## src/rtl/item_spawner.sv

```systemverilog
// item_spawner: picks a pseudo-random free cell for the next item.
// A 16-bit Galois LFSR proposes candidates. Each candidate is checked against
// the field border, then against a snapshot of the snake body taken when the
// request is accepted (one body entry per cycle). The first free candidate is
// committed. The request gives up after MAX_TRIES rejected candidates.
// All outputs are registered copies of the FSM state, so they trail the state
// register by one clock.
module item_spawner #(
    parameter int XSIZE     = 48,
    parameter int YSIZE     = 64,
    parameter int MAX_SIZE  = 20,
    parameter int MAX_TRIES = 64
) (
    input  logic                  i_Clk,
    input  logic                  i_Rst,
    input  logic                  i_Req,
    input  logic [MAX_SIZE*6-1:0] i_Body_x,
    input  logic [MAX_SIZE*6-1:0] i_Body_y,
    input  logic [11:0]           i_Size,
    input  logic                  i_Seed_Ld,
    input  logic [15:0]           i_Seed,
    output logic [5:0]            o_Item_x,
    output logic [5:0]            o_Item_y,
    output logic                  o_Busy,
    output logic                  o_Done,
    output logic                  o_Fail
);
    localparam logic [15:0] LFSR_RESET = 16'hACE1;
    localparam logic [15:0] LFSR_TAPS  = 16'hB400;
    localparam logic [5:0]  X_LIMIT    = 6'(XSIZE - 1);
    localparam logic [5:0]  Y_LIMIT    = 6'(YSIZE - 1);
    localparam logic [11:0] SIZE_CAP   = 12'(MAX_SIZE);
    localparam logic [6:0]  TRY_LIMIT  = 7'(MAX_TRIES);

    typedef enum logic [1:0] {
        S_IDLE = 2'd0,
        S_DRAW = 2'd1,
        S_SCAN = 2'd2,
        S_DONE = 2'd3
    } state_t;

    state_t                state_q;
    logic [15:0]           lfsr_q;
    logic [15:0]           lfsr_d;
    logic [MAX_SIZE*6-1:0] body_x_q;
    logic [MAX_SIZE*6-1:0] body_y_q;
    logic [11:0]           ent_q;
    logic [11:0]           ent_d;
    logic [6:0]            attempt_q;
    logic [6:0]            attempt_d;
    logic [4:0]            index_q;
    logic [5:0]            cand_x_q;
    logic [5:0]            cand_y_q;
    logic                  fail_q;

    logic [5:0]            draw_x;
    logic [5:0]            draw_y;
    logic [5:0]            scan_x;
    logic [5:0]            scan_y;
    logic                  draw_reject;
    logic                  scan_hit;
    logic                  scan_last;
    logic                  try_exhausted;

    // Candidate decode, border test, body compare and counter next values.
    always_comb begin
        lfsr_d        = (lfsr_q >> 1) ^ (lfsr_q[0] ? LFSR_TAPS : 16'h0000);
        draw_x        = lfsr_q[5:0];
        draw_y        = lfsr_q[11:6];
        draw_reject   = (draw_x == 6'd0) || (draw_x >= X_LIMIT) ||
                        (draw_y == 6'd0) || (draw_y >= Y_LIMIT);
        scan_x        = body_x_q[int'(index_q)*6 +: 6];
        scan_y        = body_y_q[int'(index_q)*6 +: 6];
        scan_hit      = (scan_x == cand_x_q) && (scan_y == cand_y_q);
        scan_last     = ({7'd0, index_q} == (ent_q - 12'd1));
        attempt_d     = attempt_q + 7'd1;
        try_exhausted = (attempt_d == TRY_LIMIT);
        ent_d         = (i_Size > SIZE_CAP) ? SIZE_CAP : i_Size;
    end

    // Spawn FSM with LFSR, body snapshot, counters and registered outputs.
    always_ff @(posedge i_Clk or negedge i_Rst) begin
        if (!i_Rst) begin
            state_q   <= S_IDLE;
            lfsr_q    <= LFSR_RESET;
            body_x_q  <= '0;
            body_y_q  <= '0;
            ent_q     <= '0;
            attempt_q <= '0;
            index_q   <= '0;
            cand_x_q  <= '0;
            cand_y_q  <= '0;
            fail_q    <= 1'b0;
            o_Item_x  <= 6'd12;
            o_Item_y  <= 6'd32;
            o_Busy    <= 1'b0;
            o_Done    <= 1'b0;
            o_Fail    <= 1'b0;
        end else begin
            o_Busy <= (state_q != S_IDLE);
            o_Done <= (state_q == S_DONE);
            o_Fail <= (state_q == S_DONE) && fail_q;
            // The item only moves on a successful spawn; a give-up keeps the old one.
            if ((state_q == S_DONE) && !fail_q) begin
                o_Item_x <= cand_x_q;
                o_Item_y <= cand_y_q;
            end

            case (state_q)
                S_IDLE: begin
                    // Seed loads before the request so both can share a cycle.
                    if (i_Seed_Ld) begin
                        lfsr_q <= (i_Seed == 16'h0000) ? LFSR_RESET : i_Seed;
                    end
                    if (i_Req) begin
                        body_x_q  <= i_Body_x;
                        body_y_q  <= i_Body_y;
                        ent_q     <= ent_d;
                        attempt_q <= '0;
                        index_q   <= '0;
                        fail_q    <= 1'b0;
                        state_q   <= S_DRAW;
                    end
                end
                S_DRAW: begin
                    lfsr_q <= lfsr_d;
                    if (draw_reject) begin
                        attempt_q <= attempt_d;
                        if (try_exhausted) begin
                            fail_q  <= 1'b1;
                            state_q <= S_DONE;
                        end
                    end else begin
                        cand_x_q <= draw_x;
                        cand_y_q <= draw_y;
                        index_q  <= '0;
                        state_q  <= (ent_q == 12'd0) ? S_DONE : S_SCAN;
                    end
                end
                S_SCAN: begin
                    if (scan_hit) begin
                        attempt_q <= attempt_d;
                        if (try_exhausted) begin
                            fail_q  <= 1'b1;
                            state_q <= S_DONE;
                        end else begin
                            state_q <= S_DRAW;
                        end
                    end else if (scan_last) begin
                        state_q <= S_DONE;
                    end else begin
                        index_q <= index_q + 5'd1;
                    end
                end
                default: begin
                    state_q <= S_IDLE;
                end
            endcase
        end
    end

endmodule

```

## config.mk

```make
export PLATFORM = sky130hd
export DESIGN_NAME = item_spawner
export DESIGN_NICKNAME = d
export VERILOG_FILES = /design/src/rtl/item_spawner.sv
export SDC_FILE = /design/constraint.sdc
export NUM_CORES = 1
export LEC_CHECK = 0
export ABC_CLOCK_PERIOD_IN_PS = 3600
export CAP_MARGIN = 25
export CORE_MARGIN = 2
export CORE_UTILIZATION = 40
export CTS_CLUSTER_SIZE = 40
export DETAILED_ROUTE_END_ITERATION = 8
export PLACE_DENSITY = 0.62
export SYNTH_ARGS = -nofsm -noshare
export SYNTH_HDL_FRONTEND = slang
export SYNTH_SLANG_ARGS = --single-unit
```

## constraint.sdc

```tcl
create_clock -name i_Clk -period 3.6 [get_ports i_Clk]
set_input_delay 0.72 -clock i_Clk [delete_from_list [all_inputs] [get_ports i_Clk]]
set_output_delay 0.72 -clock i_Clk [all_outputs]
set_load 0.005 [all_outputs]
```

==> summary.md, run 1 <==
| Metric | Value |
|---|---|
| Status | complete, no violations |
| Path category of the worst min-delay check | primary input to asynchronous set/reset pin |
| Drc violations | 0 |
| CP Capture Type | flop |
| Post-layout min period | 3.49 ns |
| Total gr overflow | 0 |
| DP HPWL | 32,100 um |
| Ports | 287 |
| FFs w/ async S/R, synth | 100% |
| Clk root buf | clkbuf_16 |
| Critical path fanouts, max | 16 |
| Largest net degree at the start of global routing | 85 |
| Most common cell after layout, fill and taps aside | dfrtp_1 |
| Vias per cell | 5.45 |
| Clock buffer count from CTS | 35 |
| DIE WIDTH | 198 um |
| Leak | 8.19 nW |
| Peak Freq | 0.287 GHz |
| Fin crit share | 96.9% |
| NetSw | 5.47 mW |
| Post-Synthesis Cells | 1,146 |
| Initial Util | 40.3% |
| Gpl congestion | 0.865 |
| Initial antenna violation count | 0 |
| Worst-Skew Late Latency | 0.52 ns |
| Avg WL per Cell | 22.1 um |
| Worst hold slack | 0.245 ns |
| Final max-slew violation count | 0 |
| Synth Area per Inst | 13.1 um^2 |
| Netlist cell types | 77 |
| RSZ-0062 raised after global routing | no |
| Endpoints failing setup | 0 |
| Total routed wirelength | 42,800 um |
| Clock network power share | 22.1% |
| Area Overhead vs Synth | 32.0% |
| TritonCTS clock tree | done |
| Layout cells sized above 1 | 29.4% |
| Sink Count | 310 |
| Hold Vio Cnt, Final | 0 |
| Placed Instances | 1,875 |
| Site Rows | 71 |
| Global-route wire length before repair | 65,500 um |
| All-layer global routing usage | 22.1% |
| Chip Height | 198 um |
| Most frequent cells in the layout | dfrtp_1, clkdlybuf4s50_1, mux2_2, nand2_1, mux2i_1 |
| CTS max path bufs | 3 |
| H-tree depth | 2 |
| DR vias | 10,600 |
| EDFF count, synth | 0 |
| Finished Cell Area | 19,800 um^2 |
| Post-route ant nets | 0 |
| CP arrival | 3.79 ns |
| Crit Path Class | flop to flop |
| Cell Int Power | 11.1 mW |
| Comb pwr share | 39.4% |
| DIE AREA | 39,100 um^2 |
| Post-synthesis sequential area ratio | 51.7% |
| Synthesis-stage register bit count | 310 |
| Clock Skews | 0.0165 ns |
| Violation count after the first detailed-routing iteration | 656 |
| Worst VDD drop | 315 uV |
| Slew Limit Headroom | 35.4% |
| Total of max-cap violations | 0 |
| Worst-margin pin slew | 0.956 ns |
| Reg clk slew, reported paths | 0.06 ns |
| Drt pass-1 iters | 5 |
| Main synth FF type | dfrtp_1 |
| Post-DP Area | 18,600 um^2 |
| Port Buffers | 286 |
| Finished Layout Cells | 1,942 |
| Layout Nets | 1,722 |
| Critical Path RT | 3.90 ns |
| Pwr dens | 835 nW/um^2 |
| Vias in the first global route | 11,200 |
| Synth warn | 0 |
| Post-Syn Area | 15,000 um^2 |
| CP startpoint kind | flop |
| Reg power frac | 38.5% |
| Sw Share | 33.0% |
| ANT cells | 0 |
| # fillers | 3,205 |
| Core Area | 37,300 um^2 |
| Net Count, Synth | 1,427 |
==> worst paths after layout <==
kind,startpoint,to,slack [ns],depth (start not counted)
hold / removal,i_Rst,ent_q[9],0.25,1
setup / recovery,index_q[0],index_q[0],0.11,11
setup reg to reg,index_q[0],index_q[0],0.11,11
min in group i_Clk,lfsr_q[15],lfsr_q[15],0.48,2
hold reg to reg,lfsr_q[15],lfsr_q[15],0.48,2
max in group asynchronous,i_Rst,body_x_q[21],2.44,3
==> routing by layer <==
| metal | vias up | GRT usage (%) | part of all wire, % |
|---|---|---|---|
| li1 | 4880 | - | - |
| met1 | 5337 | 30.2 | 44 |
| met2 | 313 | 37.1 | 49 |
| met3 | 55 | 3.22 | 4.6 |
| met4 | 0 | 5.26 | 2.0 |
| met5 | - | 0 | 0 |
==> state kept, by name, indices dropped and copies added, names as in the netlist <==
register	flops
body_x_q	120
body_y_q	120
lfsr_q	16
ent_q	12
attempt_q	7
cand_x_q	6
cand_y_q	6
o_Item_x	6
o_Item_y	6
index_q	5
state_q	2
fail_q	1
o_Busy	1
o_Done	1
o_Fail	1
==> synthesized netlist by cell type (all sizes together), types with 19 or more instances <==
library cell	n	area share (%)
buf	22	1.2
clkbuf	50	1.3
mux2i	58	3.9
nand2	64	1.6
dfrtp	299	50
mux2	276	21
o21ai	43	1.5
nor2	21	0.52
a22oi	19	0.95
inv	23	0.57
mux4	31	4.8
==> through the flow <==
stage          setup slack [ns]  power, mW  TNS (ns)  util, %
3_3_place_gp            -0.0144       12.8   -0.0144     49.8
3_5_place_dp             0.0998       12.9         0     49.8
4_1_cts                 0.00528       16.6         0     53.0
2_1_floorplan             0.448       10.7         0        -
5_1_grt                0.000540       17.5         0     53.2
6_report                  0.113       16.6         0     53.2
==> critical path, stage by stage, from the launching register on <==
cell,delay (ns)
dfrtp_4,0.42
buf_12,0.13
mux4_1,0.57
mux2i_2,0.25
o22a_1,0.19
o211a_1,0.15
o22ai_1,0.08
or4_4,0.56
nor4_4,0.33
buf_12,0.19
nand2b_1,0.19
o311ai_0,0.21
==> area by class of cell <==
type | instances | area [um^2] | area share [%]
clock inverters | 14 | 189 | 0.952
repair buffers | 330 | 3350 | 16.9
inverters | 24 | 90.1 | 0.454
flip-flops and latches | 310 | 7780 | 39.2
multi-input cells | 740 | 6840 | 34.5
well taps | 474 | 593 | 2.99
clock buffers | 50 | 1000 | 5.06
==> power by group through the flow <==
stage                     sequential [mW]  clock [mW]  combinational (mW)
after global routing                 6.57        3.88                7.10
after CTS                            6.38        3.74                6.52
after floorplan                      5.84           0                4.82
after detailed placement             6.43           0                6.48
final                                6.37        3.67                6.53
after global placement               6.38           0                6.37
==> what timing repair did <==
item                                    CTS  global route
hold endpoints to repair                  0             0
endpoints found under the setup margin    0             5
resized for setup                         0             7
setup buffers                             0             3
hold buffers                              0             0
==> cell families after synthesis <==
group | share of synthesized area (%)
adder cells (fa/ha/maj) | 0.749
buffers and inverters | 3.01
XOR/XNOR | 1.05
flip-flops | 51.7
AND/OR/NAND/NOR | 6.08
multiplexers | 29.3
AO/OA/AOI/OAI | 8.07
Power figures use the tool's default switching activity.
==> run 2, diff against run 1 <==
Settings changed: REMOVE_ABC_BUFFERS set to 1.
==> run 2 against run 1 <==
  * First-iteration DRC count fell by 3.4%
  * Clock power barely moved
  * Setup slack improved by 0.016 ns
  * Die area did not move
  * Sequential share of layout area barely moved
  * Register-to-register slack improved by 0.02 ns
  * Critical path depth did not move
  * Core utilization barely moved
  * Cell area barely moved
==> summary.md, run 2 (synthesized netlist as in run 1, its figures left out) <==
| Metric | Value |
|---|---|
| Post-route ant nets | 0 (unchanged) |
| TritonCTS clock tree | done |
| Port Buffers | 286 (unchanged) |
| Leak | 8.21 nW (+0.23%) |
| FF-to-FF Start | index_q[0] |
| Sink Count | 310 (unchanged) |
| Comb pwr share | 39.0% (-0.4 points) |
| DR vias | 10,600 (+0.22%) |
| Site Rows | 71 (unchanged) |
| Crit Path Class | flop to flop |
| Endpoints failing setup | 0 (unchanged) |
| Vias in the first global route | 11,200 (+0.56%) |
| Clock Skews | 0.0147 ns (-0.00179 ns) |
| RSZ-0062 raised after global routing | no |
| Final max-slew violation count | 0 (unchanged) |
| DIE AREA | 39,100 um^2 (unchanged) |
| Total routed wirelength | 41,700 um (-2.7%) |
| H-tree depth | 2 (unchanged) |
| Finished Cell Area | 19,800 um^2 (about the same) |
| Cell Int Power | 11.0 mW (-0.70%) |
| CTS max path bufs | 3 (unchanged) |
| Initial Util | 40.3% (unchanged) |
| Avg WL per Cell | 21.3 um (-3.3%) |
| Reg2reg end | state_q[1] |
| Drt pass-1 iters | 5 (unchanged) |
| Most common cell after layout, fill and taps aside | dfrtp_1 |
| Slew Limit Headroom | 29.9% (-5.5 points) |
| Pwr dens | 829 nW/um^2 (-0.74%) |
| Clk root buf | clkbuf_16 |
| Ports | 287 (unchanged) |
| Reg clk slew, reported paths | 0.06 ns (about the same) |
| CP startpoint kind | flop |
| Gpl congestion | 0.874 (+1.0%) |
| Reg2reg path depth | 11 (unchanged) |
| Worst-Skew Late Latency | 0.53 ns (about the same) |
| Critical Path RT | 4.00 ns (+0.10 ns) |
| Clock network power share | 22.4% (+0.3 points) |
| Clock buffer count from CTS | 37 (+5.7%) |
| Post-DP Area | 18,600 um^2 (-0.12%) |
| Fin crit share | 96.4% (-0.45 points) |
| Top Registers | body_x_q: 120 flops, body_y_q: 120 flops, lfsr_q: 16 flops |
| Path category of the worst min-delay check | primary input to asynchronous set/reset pin |
| NetSw | 5.42 mW (-0.89%) |
| Initial antenna violation count | 3 (+3) |
| Total of max-cap violations | 0 (unchanged) |
| Vias per cell | 5.43 (-0.40%) |
| Total gr overflow | 0 (unchanged) |
| Chip Height | 198 um (unchanged) |
| Total power | 16.4 mW (-0.76%) |
| Worst VDD drop | 344 uV (+9.2%) |
| Largest net degree at the start of global routing | 90 (+5.9%) |
| Most frequent cells in the layout | dfrtp_1, clkdlybuf4s50_1, mux2_2, nand2_1, mux2i_1 |
| CP Capture Type | flop |
| Peak Freq | 0.288 GHz (+0.46%) |
| Reg power frac | 38.6% (about the same) |
| Worst-margin pin slew | 1.04 ns (+0.0820 ns) |
| Drc violations | 0 (unchanged) |
| DIE WIDTH | 198 um (unchanged) |
| Core Area | 37,300 um^2 (unchanged) |
| Hold Vio Cnt, Final | 0 (unchanged) |
| DP HPWL | 30,800 um (-4.1%) |
| Post-layout min period | 3.47 ns (-0.0161 ns) |
| All-layer global routing usage | 21.5% (-0.60 points) |
| Global-route wire length before repair | 64,500 um (-1.6%) |
| Area Overhead vs Synth | 32.0% (about the same) |
| Layout Nets | 1,729 (+0.41%) |
| Status | complete, no violations |
| Setup WS pre-CTS | 0.0385 ns (-0.0614 ns) |
| Critical path fanouts, max | 20 (+4) |
| Sw Share | 33.0% (-0.043 points) |
| Reg-to-reg slack, setup | 0.13 ns (+0.02 ns) |
| Violation count after the first detailed-routing iteration | 634 (-3.4%) |
| Layout cells sized above 1 | 29.6% (+0.25 points) |
| CP arrival | 3.87 ns (+0.08 ns) |
| PnR worst setup slack | 0.129 ns (+0.0161 ns) |
run 2: worst max-delay path by stage:
stage | from | endpoint | slack (ns) | cells past startpoint
3_5_place_dp | index_q[0] | index_q[0] | 0.04 | 12
5_1_grt | index_q[0] | attempt_q[0] | 0.03 | 11
6_report | index_q[0] | state_q[1] | 0.13 | 11
2_1_floorplan | state_q[0] | ent_q[0] | -3.25 | 5
3_3_place_gp | index_q[0] | index_q[0] | 0.11 | 12
4_1_cts | index_q[0] | index_q[0] | 0.01 | 12
run 2: repair_timing:
action	4_1_cts	5_1_grt
endpoints found under the setup margin	0	15
endpoints found under the hold margin	0	0
setup buffers	0	4
gates resized for setup	0	5
hold buffers	0	0
run 2: power groups by stage:
stage          Combinational [mW]  Sequential (mW)  Clock (mW)
5_1_grt                      6.98             6.56        3.92
3_5_place_dp                 6.35             6.43           0
3_3_place_gp                 6.19             6.39           0
6_report                     6.41             6.35        3.68
2_1_floorplan                4.93             6.06           0
4_1_cts                      6.38             6.38        3.76
run 2: stage by stage:
step,hold WS (ns),utilization [%],setup TNS [ns],instances
after floorplan,0.424,-,-833.86,1074
after global placement,0.466,49.8,0,1879
after detailed placement,0.470,49.8,0,1879
after CTS,0.236,53.0,0,1946
after global routing,0.227,53.1,0,1950
final,0.197,53.2,0,1954
run 2: final cells by class:
cell class / count / area (um^2)
diodes: 4 / 10.0
clock buffers: 55 / 1090
clock inverters: 12 / 114
fillers: 3153 / 17500
inverters: 24 / 90.1
multi-input cells: 740 / 6820
flip-flops and latches: 310 / 7780
well taps: 474 / 593
repair buffers: 335 / 3340
run 2: metal layers:
| metal | part of all wire, % | GRT usage [%] | wire (um) |
|---|---|---|---|
| met5 | 0 | 0 | 0 |
| met4 | 1.9 | 5.71 | 803 |
| met3 | 6.4 | 4.74 | 2650 |
| met2 | 45 | 33.6 | 18800 |
| met1 | 47 | 30.3 | 19400 |
run 2: critical path, stage by stage, from the launching register on:
cell,delay [ns]
dfrtp_4,0.42
buf_12,0.13
buf_12,0.18
mux4_2,0.52
o221a_1,0.32
a2bb2oi_2,0.16
o22ai_1,0.09
or4_4,0.55
nor4_4,0.34
buf_12,0.19
o31ai_2,0.09
mux2_1,0.33
